## src/rtl/carry_skip_seq_arbiter.sv

```systemverilog
// Round-robin front end that time-shares one external 4-bit adder slice between two
// requesters, performing a WIDTH-bit add one nibble per cycle with a registered carry.
module carry_skip_seq_arbiter #(
  parameter int WIDTH = 16
) (
  input  logic             clk,
  input  logic             rst_n,
  input  logic             req0_valid,
  output logic             req0_ready,
  input  logic [WIDTH-1:0] req0_a,
  input  logic [WIDTH-1:0] req0_b,
  input  logic             req0_c_in,
  input  logic             req1_valid,
  output logic             req1_ready,
  input  logic [WIDTH-1:0] req1_a,
  input  logic [WIDTH-1:0] req1_b,
  input  logic             req1_c_in,
  output logic             res_valid,
  input  logic             res_ready,
  output logic [WIDTH-1:0] res_sum,
  output logic             res_c_out,
  output logic             res_id,
  output logic [3:0]       add_a,
  output logic [3:0]       add_b,
  output logic             add_c_in,
  input  logic [3:0]       add_sum,
  input  logic             add_c_out
);

  localparam int NIB   = WIDTH / 4;
  localparam int CNT_W = (NIB > 1) ? $clog2(NIB) : 1;
  localparam logic [CNT_W-1:0] LAST_NIB = CNT_W'(NIB - 1);

  localparam logic [1:0] ST_IDLE = 2'd0;
  localparam logic [1:0] ST_ADD  = 2'd1;
  localparam logic [1:0] ST_DONE = 2'd2;

  logic [1:0]       state_reg;
  logic [CNT_W-1:0] nib_cnt_reg;
  logic             last_grant_reg;
  logic             id_reg;
  logic             carry_reg;
  logic [WIDTH-1:0] a_reg;
  logic [WIDTH-1:0] b_reg;
  logic [3:0]       sum_nib_reg [NIB];

  logic [3:0]       a_nib [NIB];
  logic [3:0]       b_nib [NIB];
  logic [WIDTH-1:0] sum_flat;

  logic is_idle;
  logic is_add;
  logic is_done;
  logic grant_id;
  logic accept;

  generate
    for (genvar gi = 0; gi < NIB; gi++) begin : g_nib
      assign a_nib[gi] = a_reg[gi*4 +: 4];
      assign b_nib[gi] = b_reg[gi*4 +: 4];
      assign sum_flat[gi*4 +: 4] = sum_nib_reg[gi];
    end
  endgenerate

  assign is_idle = (state_reg == ST_IDLE);
  assign is_add  = (state_reg == ST_ADD);
  assign is_done = (state_reg == ST_DONE);

  // Under contention the requester that did not win last time goes first.
  assign grant_id   = (req0_valid && req1_valid) ? ~last_grant_reg : req1_valid;
  assign req0_ready = rst_n && is_idle && req0_valid && !grant_id;
  assign req1_ready = rst_n && is_idle && req1_valid && grant_id;
  assign accept     = req0_ready || req1_ready;

  assign add_a    = is_add ? a_nib[nib_cnt_reg] : 4'd0;
  assign add_b    = is_add ? b_nib[nib_cnt_reg] : 4'd0;
  assign add_c_in = is_add & carry_reg;

  assign res_valid = is_done;
  assign res_sum   = is_done ? sum_flat : '0;
  assign res_c_out = is_done & carry_reg;
  assign res_id    = is_done & id_reg;

  always_ff @(posedge clk or negedge rst_n) begin
    if (!rst_n) begin
      state_reg      <= ST_IDLE;
      nib_cnt_reg    <= '0;
      last_grant_reg <= 1'b1;
      id_reg         <= 1'b0;
      carry_reg      <= 1'b0;
      a_reg          <= '0;
      b_reg          <= '0;
      for (int i = 0; i < NIB; i++) begin
        sum_nib_reg[i] <= 4'd0;
      end
    end else begin
      case (state_reg)
        ST_IDLE: begin
          if (accept) begin
            a_reg          <= grant_id ? req1_a : req0_a;
            b_reg          <= grant_id ? req1_b : req0_b;
            carry_reg      <= grant_id ? req1_c_in : req0_c_in;
            id_reg         <= grant_id;
            last_grant_reg <= grant_id;
            nib_cnt_reg    <= '0;
            state_reg      <= ST_ADD;
          end
        end
        ST_ADD: begin
          // The carry register doubles as the final carry-out once the last nibble lands.
          sum_nib_reg[nib_cnt_reg] <= add_sum;
          carry_reg                <= add_c_out;
          if (nib_cnt_reg == LAST_NIB) begin
            state_reg <= ST_DONE;
          end else begin
            nib_cnt_reg <= nib_cnt_reg + 1'b1;
          end
        end
        ST_DONE: begin
          if (res_ready) begin
            state_reg <= ST_IDLE;
          end
        end
        default: state_reg <= ST_IDLE;
      endcase
    end
  end

endmodule

```

## config.mk

```make
export PLATFORM = sky130hd
export DESIGN_NAME = carry_skip_seq_arbiter
export DESIGN_NICKNAME = d
export VERILOG_FILES = /design/src/rtl/carry_skip_seq_arbiter.sv
export SDC_FILE = /design/constraint.sdc
export NUM_CORES = 1
export LEC_CHECK = 0
export BUFFER_PORTS_ARGS = -buffer_cell sky130_fd_sc_hd__buf_2
export CORE_ASPECT_RATIO = 0.9
export CORE_MARGIN = 5
export CORE_UTILIZATION = 50
export DETAILED_ROUTE_END_ITERATION = 12
export HOLD_SLACK_MARGIN = 0.06
export PLACE_DENSITY = 0.81
export SLEW_MARGIN = 10
export SYNTH_ARGS = -nofsm -noshare
export SYNTH_HDL_FRONTEND = slang
export SYNTH_SLANG_ARGS = --single-unit
export TNS_END_PERCENT = 1
```

## constraint.sdc

```tcl
create_clock -name clk -period 1.8 [get_ports clk]
set_input_delay 0.36 -clock clk [delete_from_list [all_inputs] [get_ports clk]]
set_output_delay 0.36 -clock clk [all_outputs]
set_load 0.01 [all_outputs]
```

==> results of run 1 <==
cell usage in the layout (no fill, tap or decap):
master and n:
a21boi_4 1, mux4_2 8, and2b_2 1, nor2_1 35
dfrtp_1 53, and2_1 24, buf_4 4, o21ai_0 4
nor2b_1 3, a21o_1 1, mux2i_1 32, buf_12 3
mux2_2 16, nand2b_1 1, clkbuf_8 5, a21oi_1 14
buf_6 8, and2_4 4, a22o_1 1, o21a_1 1
nand2_1 8, ha_1 4, buf_2 101, nor3b_1 2
nor3b_2 1, o31ai_1 1, and2b_1 1, dfstp_2 1
or2_2 1, dfrtp_2 1, a21oi_2 18, inv_1 3
clkbuf_1 3
final timing paths:
kind	end	cells after the start
worst max-delay path	add_a[2]	4
worst min-delay path	b_reg[8]	2
worst max register to register	sum_flat[15]	6
worst min register to register	id_reg	1
max in group asynchronous	nib_cnt_reg[1]	2
min in group clk	state_reg[1]	2
metrics by stage:
step | hold WS (ps) | utilization, %
2_1_floorplan | 64.41 | -
3_3_place_gp | 454.9 | 62.31
3_5_place_dp | 474.5 | 62.31
4_1_cts | 247.4 | 64.75
5_1_grt | 273.2 | 64.88
6_report | 245.0 | 64.88
logic make-up (layout without fill, tap and decap cells):
family	count (synthesis)	count (layout)	share of synthesized area [%]
DFF	55	55	46.93
AOI/OAI and AO/OA	41	41	9.762
buffers and inverters	19	127	4.433
and+or+nand+nor	81	81	13.98
adders and majority gates	4	4	1.705
muxes	56	56	23.19
routing by layer:
| layer | up-vias | global-route usage (%) | wire, um |
|---|---|---|---|
| li1 | 1092 | - | - |
| met3 | 7 | 4.257 | 388 |
| met4 | 0 | 4.315 | 56 |
| met1 | 1024 | 21.84 | 2740 |
| met5 | - | 0 | 0 |
| met2 | 66 | 28.30 | 3096 |
power by group through the flow:
stage | clock, mW | sequential (mW) | combinational, mW
3_3_place_gp | 0 | 2.20 | 2.45
5_1_grt | 0.721 | 2.30 | 3.00
4_1_cts | 0.663 | 2.22 | 2.76
2_1_floorplan | 0 | 2.09 | 1.91
6_report | 0.645 | 2.22 | 2.73
3_5_place_dp | 0 | 2.24 | 2.54
repair_timing:
action	4_1_cts	5_1_grt
setup endpoints to repair	8	14
setup buffers	2	0
resized for setup	11	2
pin swaps	8	0
area by class of cell:
type	instances	area (um2)
fillers	461	1999
multi-input cells	182	1450
flip-flops and latches	55	1379
repair buffers	116	685.7
well taps	70	87.58
clock buffers	8	80.08
inverters	3	11.26
==> flow_metrics.tcl, run 1 <==
set metrics [dict create \
    fmax_mhz 503.0 \
    critical_path_arrival_ps 1630 \
    totalWireLength_um 6281 \
    ioPinCount 106 \
    p_leak_nw 1.780 \
    holdBufCountCts 0 \
    relSlewSlack_pct 55.14 \
    yosysTopAreaCell "dfrtp_1" \
    ys_ff_latch 55 \
    p_int_mw 3.664 \
    async_flop_share_pct 100.0 \
    path_buf_inv 2 \
    p_seq_share_pct 39.6 \
    drc 0 \
    slowest_delay_ps 500 \
    hold_class "primary input to async pin" \
    yosysUniqueCellTypes 28 \
    routedWlPerCell_um 14.47 \
    cap_violations 0 \
    area_delta_synth_final_pct 25.83 \
    vdd_drop_max_uv 835.7 \
    p_per_area_nw_per_um2 1515 \
    worst_clock_skew_ps 7.329 \
    grt_usage_pct 16.77 \
    insertion_delay_ps 300 \
    r2r_start "nib_cnt_reg[0]" \
    place_area_um2 3547 \
    outcome "finished with violations" \
    start_kind "flip-flop" \
    path_cells "buf_6, mux4_2, and2_4, buf_6" \
    die_area_um2 7505 \
    ys.flop_type "dfrtp_1" \
    ant_nets 0 \
    synth_top_area_share_pct 46.04 \
    antenna_found_initial 0 \
    clockPowerShare_pct 11.5 \
    finalHoldViolCount 0 \
    power_frac_comb_pct 48.8 \
    dieHeight_um 82.69 \
    grt_max_degree 56 \
    yosys_warnings 0 \
    ys_seq_area_share_pct 46.93 \
    rrSetupSlack_ps 110 \
    avgViaCountPerCell 5.044 \
    crit_type "flip-flop to output port" \
    maxSlewViolCount 0 \
    fin_nets 443 \
    numCtsBuffers 5 \
    layout-drive-gt1-share_pct 47.53 \
    syn_area_um2 2935 \
    drtPass1Iterations 4 \
    clkSinkCount 55 \
    fin_area_um2 3694 \
    final.setup.tns_ps -1318 \
    dp_hpwl_um 4835 \
    h-tree-depth 2 \
    clkTransAtPathRegs_ps 90 \
    synth_edf_count 0 \
    fin_crit_ps 1988 \
    grt.overflow.total 0 \
    grt_pass1_vias 2242 \
    final_cells 434 \
    setup_viol 8 \
    syn-mean-instance-area_um2 11.47 \
    setup_slack_ps -188.0 \
    p_sw_mw 1.933 \
    clk_path_buf_depth 2 \
    synth_cells 256 \
    diodes 0 \
    tritoncts "built" \
    core_um2 5693 \
    drtIter0Drc 96 \
    dp_slack_ps 90.01 \
    cp_slowest_cell "mux4_2" \
    period_share_pct 110.4 \
    yosysMostFrequentCell "dfrtp_1" \
    max_slew.worst_pin.slew_ps 672.9 \
    switching_share_pct 34.54 \
    violations "negative setup slack" \
    cpLargestDelayFamily "multiplexers" \
    synthTopCellsByCount "54 x dfrtp_1, 35 x nor2_1, 32 x mux2i_1, 28 x and2_1, 18 x a21oi_2" \
    rsz0062_at_grt "yes" \
    dp_cells 424 \
    via_count 2189 \
    startpoint "nib_cnt_reg[0]" \
    routabilityCongestion 0.7438 \
    io_buffers 105 \
    synthTopCellsByArea "dfrtp_1 46%, mux2i_1 11%, mux2_2 6.1%, mux4_2 6.1%, and2_1 6.0%" \
    synth_nets 336 \
    initial_core_util_pct 51.56 \
    cp-end-kind "output port" \
    root_buffer "clkbuf_8" \
    cp.required_ps 1440 \
    crit_top_cell "buf_6" \
    grt_pass1_wl_um 10120 \
    die_w_um 90.77 \
    total_power_mw 5.597 \
    path_max_fanout 5 \
    row_count 26 \
]
(Power assumes the default switching activity.)
==> run 2, diff against run 1 <==
Settings changed: CTS_BUF_LIST set to sky130_fd_sc_hd__clkbuf_4.
Clock period 1.8 ns to 2.56 ns, I/O delays scaled along.
==> run 2 against run 1 <==
Effect of this change:
- the run now ends clean
- total power fell by 35%
- clock power fell by 43%
- cell area fell by 3.8%
- non-clock buffer count fell by 5
- via count rose by 0.27%
- flip-flop and latch count did not move
- clock skew rose by 9.6 ps
- worst hold slack improved by 70 ps
- critical path depth did not move
- largest power group unchanged
==> flow_metrics.tcl, run 2 (same netlist as run 1, synthesis figures left out) <==
set metrics [dict create \
    worst_clock_skew_ps 16.88 \
    clkSinkCount 55 \
    final_common_cell "buf_2" \
    h-tree-depth 2 \
    path_buf_inv 2 \
    finalHoldViolCount 0 \
    routedWlPerCell_um 14.79 \
    insertion_delay_ps 380 \
    numCtsBuffers 5 \
    core_um2 5693 \
    layout_common_cells "105 x buf_2, 53 x dfrtp_1, 35 x nor2_1" \
    cp-end-kind "output port" \
    path_max_fanout 7 \
    dp_hpwl_um 4930 \
    fin_area_um2 3553 \
    crit_type "flip-flop to output port" \
    dp_slack_ps 496.7 \
    die_area_um2 7505 \
    via_count 2195 \
    slowest_delay_ps 500 \
    period_share_pct 93.76 \
    grt_pass1_vias 2289 \
    grt_usage_pct 17.57 \
    fin_crit_ps 2400 \
    drtIter0Drc 90 \
    total_power_mw 3.620 \
    rsz0062_at_grt "no" \
    drtPass1Iterations 4 \
    vdd_drop_max_uv 494.4 \
    hold_class "primary input to async pin" \
    fin_nets 438 \
    path_cells "buf_4, mux4_2, and2_1, buf_2" \
    die_w_um 90.77 \
    root_buffer "clkbuf_4" \
    ioPinCount 106 \
    critical_path_arrival_ps 1890 \
    row_count 26 \
    drc 0 \
    cpLargestDelayFamily "multiplexers" \
    grt.overflow.total 0 \
    dieHeight_um 82.69 \
    grt_pass1_wl_um 10570 \
    diodes 0 \
    tritoncts "built" \
    cp.required_ps 2050 \
    io_buffers 105 \
    avgViaCountPerCell 5.117 \
    clk_path_buf_depth 2 \
    grt_max_degree 65 \
    cts_setup_buffers 0 \
    antenna_found_initial 0 \
    final.setup.tns_ps 0 \
    maxSlewViolCount 0 \
    start_kind "flip-flop" \
    routabilityCongestion 0.7669 \
    p_leak_nw 1.721 \
    ant_nets 0 \
    layout-drive-gt1-share_pct 45.96 \
    initial_core_util_pct 51.56 \
    p_per_area_nw_per_um2 1019 \
    clkTransAtPathRegs_ps 150 \
    totalWireLength_um 6344 \
    outcome "complete, no violations" \
    fmax_mhz 416.6 \
    cp_slowest_cell "mux4_2" \
    setup_viol 0 \
    place_area_um2 3500 \
    relSlewSlack_pct 54.06 \
    setup_slack_ps 159.8 \
    finish.utilization_pct 62.42 \
    max_slew.worst_pin.slew_ps 689.1 \
    cap_violations 0 \
    area_delta_synth_final_pct 21.06 \
]
## run 2: timing repair
item / CTS / global route
endpoints found under the setup margin: 0 / 4
hold buffers: 0 / 0
resized for setup: 0 / 1
## run 2: per-stage QoR
stage	hold WS [ps]	instances
finish	315.2	429
global route	322.3	429
CTS	322.3	429
detailed placement	464.7	421
global placement	457.1	421
floorplan	216.4	256
## run 2: layout make-up
cell class                      count  area, um2
Clock buffer                        6      45.04
Clock inverter                      2      7.507
Fill cell                         485       2140
Inverter                            3      11.26
Multi-Input combinational cell    182       1440
Sequential cell                    55       1379
Tap cell                           70      87.58
Timing Repair Buffer              111      583.1
## run 2: power by group
part	internal, mW	total, mW	switching, mW
logic	0.882	1.68	0.801
clock network	0.113	0.370	0.256
registers	1.30	1.57	0.265
total	2.30	3.62	1.32
## run 2: worst paths after layout
check / start / endpoint / slack [ps] / cells after the start
max in group asynchronous: rst_n / nib_cnt_reg[0] / 1770 / 2
min reg2reg: id_reg / id_reg / 490 / 1
min in group clk: res_ready / state_reg[1] / 320 / 2
min: rst_n / sum_flat[6] / 320 / 2
max reg2reg: nib_cnt_reg[1] / sum_flat[4] / 850 / 4
max: nib_cnt_reg[0] / add_a[1] / 160 / 4
## run 2: metal layers
metal | global-route usage [%] | up-vias | share of wire, %
met2 | 30.84 | 55 | 51
met4 | 4.464 | 0 | 1.0
li1 | - | 1094 | -
met3 | 4.891 | 7 | 6.7
met5 | 0 | - | 0
met1 | 21.67 | 1039 | 41
